--- src/rtl/dec2_flopenr_flopr.sv ---
// 2-to-4 one-hot decoder alongside two independent WIDTH-bit registers:
// a plain flop and a load-enabled flop, both with synchronous active-high reset.
module dec2_flopenr_flopr #(
  parameter int WIDTH = 8
) (
  input  logic             ph1,
  input  logic             reset,
  input  logic [1:0]       dec_a,
  output logic [3:0]       dec_y,
  input  logic [WIDTH-1:0] r_d,
  output logic [WIDTH-1:0] r_q,
  input  logic             en,
  input  logic [WIDTH-1:0] en_d,
  output logic [WIDTH-1:0] en_q
);

  logic [WIDTH-1:0] r_plain;
  logic [WIDTH-1:0] r_enab;

  // Unknown select bits fall to the default and show up as X rather than 0001.
  always_comb begin
    dec_y = 4'bxxxx;
    case (dec_a)
      2'b00:   dec_y = 4'b0001;
      2'b01:   dec_y = 4'b0010;
      2'b10:   dec_y = 4'b0100;
      2'b11:   dec_y = 4'b1000;
      default: dec_y = 4'bxxxx;
    endcase
  end

  always_ff @(posedge ph1) begin
    if (reset) begin
      r_plain <= '0;
    end else begin
      r_plain <= r_d;
    end
  end

  // Reset wins over a simultaneous load; en=0 holds the previous contents.
  always_ff @(posedge ph1) begin
    if (reset) begin
      r_enab <= '0;
    end else if (en) begin
      r_enab <= en_d;
    end
  end

  assign r_q  = r_plain;
  assign en_q = r_enab;

endmodule

--- config.mk ---
export PLATFORM = sky130hd
export DESIGN_NAME = dec2_flopenr_flopr
export DESIGN_NICKNAME = d
export VERILOG_FILES = /design/src/rtl/dec2_flopenr_flopr.sv
export SDC_FILE = /design/constraint.sdc
export NUM_CORES = 1
export LEC_CHECK = 0
export CORE_MARGIN = 4
export CORE_UTILIZATION = 30
export DETAILED_ROUTE_END_ITERATION = 10
export HOLD_SLACK_MARGIN = 0.06
export MAX_ROUTING_LAYER = met4
export PLACE_DENSITY = 0.75
export RECOVER_POWER = 50
export SYNTH_ARGS = -nofsm -noshare
export SYNTH_HDL_FRONTEND = slang
export SYNTH_SLANG_ARGS = --single-unit
--- constraint.sdc ---
create_clock -name ph1 -period 0.8 [get_ports ph1]
set_input_delay 0.16 -clock ph1 [delete_from_list [all_inputs] [get_ports ph1]]
set_output_delay 0.16 -clock ph1 [all_outputs]
set_load 0.005 [all_outputs]
* Word-level counts from Yosys, hierarchy flattened
Index checks and enable logic that the tools add are counted.
** Word-level totals
- Flip-flop bits (word level) :: 16
- Bits of input ports :: 21
** Operators by class
- Equal/unequal tests :: 3
- Multiplexer cells :: 1
- Reductions and logical operators :: 1
** Operators with widths (number)
- 4-bit one-hot mux with 4 select lines :: 1
- 2-bit equality test, second input constant :: 2
- 2-bit by 1-bit equality test with 1-bit output, second input constant :: 1
- 2-bit zero test :: 1

* Longest topological paths before layout
- Word-level depth :: 2
- Gate-level depth with buffers :: 3

* Least setup slack after synthesis
No wires, ideal clock.
- Kind :: input -> register
- Start :: input port en
- End :: register r_enab[0], in the netlist en_q[0]
- Path slack :: 0.191 ns
- Data arrival time :: 0.494 ns
- Setup time :: 0.114 ns
- Stages :: 3
- Buffers on the path :: 1
- Path through :: buf_6 -> mux2i_1 -> nor2_1
** RTL lines
- start: declaration :: line 12 : input logic en,
- end signal: assignment :: line 45 : r_enab <= en_d;
- end: declaration :: line 18 : logic [WIDTH-1:0] r_enab;

* Worst setup path after layout
- Start :: register r_enab[5], in the netlist en_q[5]
- End :: output port en_q[5]
** RTL lines
- end: declaration :: line 14 : output logic [WIDTH-1:0] en_q
No word-level cell between the ends.

==> out/results.ini <==
[critical_path]
required_ps = 640
startpoint_type = flip-flop
max_stage_delay_ps = 330
critical_path_class = flip-flop to primary output
ff2ff_path_depth = 2
worst-path-buf-inv = 1
critPathMaxFanout = 2
crit_chain = buf_6
worst-path-stages = 1
critical_path.slowest_cell = dfxtp_2
critPathArrivalTime_ps = 700
r2r-end = en_q[4]
end_kind = primary output
timing.rr.start = en_q[4]
r2r_setup_slack_ps = 180
critPathTopFamily = flip-flops

[placed_design]
gp_congestion = 0.644
hpwl_microns = 1000
post_dp_cell_area_sq_um = 958
post-place-ws_ps = -703
io_buffers = 40
dp_cells = 103

[floorplan]
rows = 14
die_h_microns = 49.7
top_level_ports = 41
die_w_microns = 49.7
core_area_sq_mm = 0.00158
dieArea_sq_mm = 0.00247
initial_core_util_pct = 33.1

[yosys]
synth_seq_cells = 16
synth_top_area_share_pct = 61.4
synth_cell_types = 7
synthCells = 46
syn-num-nets = 67
synthTopCellsByArea = dfxtp_1, mux2i_1, nor2b_1, nor2_1, buf_6
ys_warn_count = 0
yosys.area.top_type = dfxtp_1
syn_area_sq_um = 522
avgSynthCellArea_sq_um = 11.3
ys_seq_area_share_pct = 61.4

[final_layout]
n_fill_cell = 153
nNetsFinal = 113
post_route_cells_drive_above_1_share_pct = 42.2
area_growth_pct = 77.9
diodes = 0
stdcell_count = 106
design_area_sq_um = 928

[timing]
setup_viol = 16
fin_skew_ps = 0
rsz0062_at_grt = true
finalCritPeriodShare_pct = 108
setup_ws_ps = -61.2
clock.fmax_mhz = 1160
min_period_ps = 861
slew_viol_final = 0
worstMarginPinSlew_ps = 197
max_slew_margin_pct = 86.9
tns_ps = -832
hold_violations = 0
fin_hold_ws_ps = 432

[clock_network]
clock_latency_ps = 260
postCtsSetupRepairBufs = 0
cts_tree = built
htreeDepth = 1
clock_sinks = 16
clockBufferDepth = 2
numCtsBuffers = 3
root_buffer = clkbuf_4
clkTransAtPathRegs_ps = 80

[global_routing]
grt_pass1_wl_microns = 2140
grt_max_degree = 12
track_usage_pct = 11.3
grt_pass1_vias = 502
grt-ovfl-total = 0
grt_antenna_before_repair = 0

[detailed_routing]
postRouteAntennaNets = 0
drcViolationCount = 0
first_iter_violations = 0
avgViaCountPerCell = 4.23
vias = 448
firstDrtPassIters = 1
routed_wl_microns = 1190
routedWlPerCell_microns = 11.2

[status]
status = finished, violations left
violations = setup timing

[power_and_ir_drop]
leakagePower_nw = 0.440
cellPowerDensity_mw_per_mm2 = 1630
worst_ir_drop_vdd_mv = 0.752

[hold_path]
hp-start = r_d[1]
hold_path_end = r_q[1]
whs_path_depth = 2
hold_path_class = primary input to flip-flop

[job]
maxCapViolations = 0

## area by class of cell
type                    instances  area (sq um)  area share, %
well taps                      16          20.0           2.16
flip-flops and latches         16           333           35.8
clock buffers                   3          22.5           2.43
multi-input cells              28           185           19.9
repair buffers                 43           368           39.6
## cell usage after synthesis
cell     count
buf_4        1
and2_1       1
buf_6        1
mux2i_1      8
nor2_1       9
nor2b_1     10
dfxtp_1     16
## what timing repair did
item                                    4_1_cts  5_1_grt
pin swaps                                     1        0
hold buffers                                  0        0
cloned                                        0        0
resized for setup                            97        9
endpoints found under the setup margin       28       17
endpoints found under the hold margin         0        0
## placed cells by master, fill, tap and decap left out
cell / instances
clkdlybuf4s50_1: 17
buf_2: 15
nor2b_1: 10
dfxtp_2: 10
nor2_1: 9
mux2i_1: 8
buf_6: 7
dfxtp_1: 6
clkbuf_4: 3
and2_4: 1
clkdlybuf4s15_2: 1
dlygate4sd2_1: 1
buf_12: 1
clkbuf_1: 1
## worst max-delay path by stage
stage | slack [ps] | from | to
detailed placement | -700 | dec_a[1] | dec_y[2]
finish | -60 | en_q[5] | en_q[5]
floorplan | 190 | en | en_q[0]
global placement | -660 | dec_a[0] | dec_y[1]
global route | -110 | en_q[4] | en_q[4]
CTS | -80 | en_q[5] | en_q[5]
## power breakdown
part | switching, mW | internal [mW]
Clock | 0.208 | 0.174
Sequential | 0.0178 | 0.847
Combinational | 0.0834 | 0.188
Total | 0.309 | 1.21
## cells by family (layout without fill, tap and decap cells)
group                  count (synthesis)  count (layout)  synth area share, %
multiplexers                           8               8                 15.3
flip-flops                            16              16                 61.4
buffers and inverters                  2              46                 3.60
AND/OR/NAND/NOR                       20              20                 19.7
## state kept, by name (all words and copies together), names as in the netlist
| register | count |
|---|---|
| en_q | 8 |
| r_q | 8 |
## per-layer routing
layer | vias up | GRT usage (%) | wire length (microns)
met5 | - | - | 0
met4 | 0 | 2.76 | 0
met3 | 0 | 4.52 | 177
met2 | 31 | 18.5 | 533
met1 | 184 | 12.7 | 477
li1 | 233 | - | -
## stage by stage
step           util, %  total power [mW]
6_report          58.9              1.52
5_1_grt           58.9              1.62
4_1_cts           57.1              1.53
3_5_place_dp      60.8              1.19
3_3_place_gp      60.8              1.18
2_1_floorplan        -             0.957
Power figures use the tool's default switching activity.
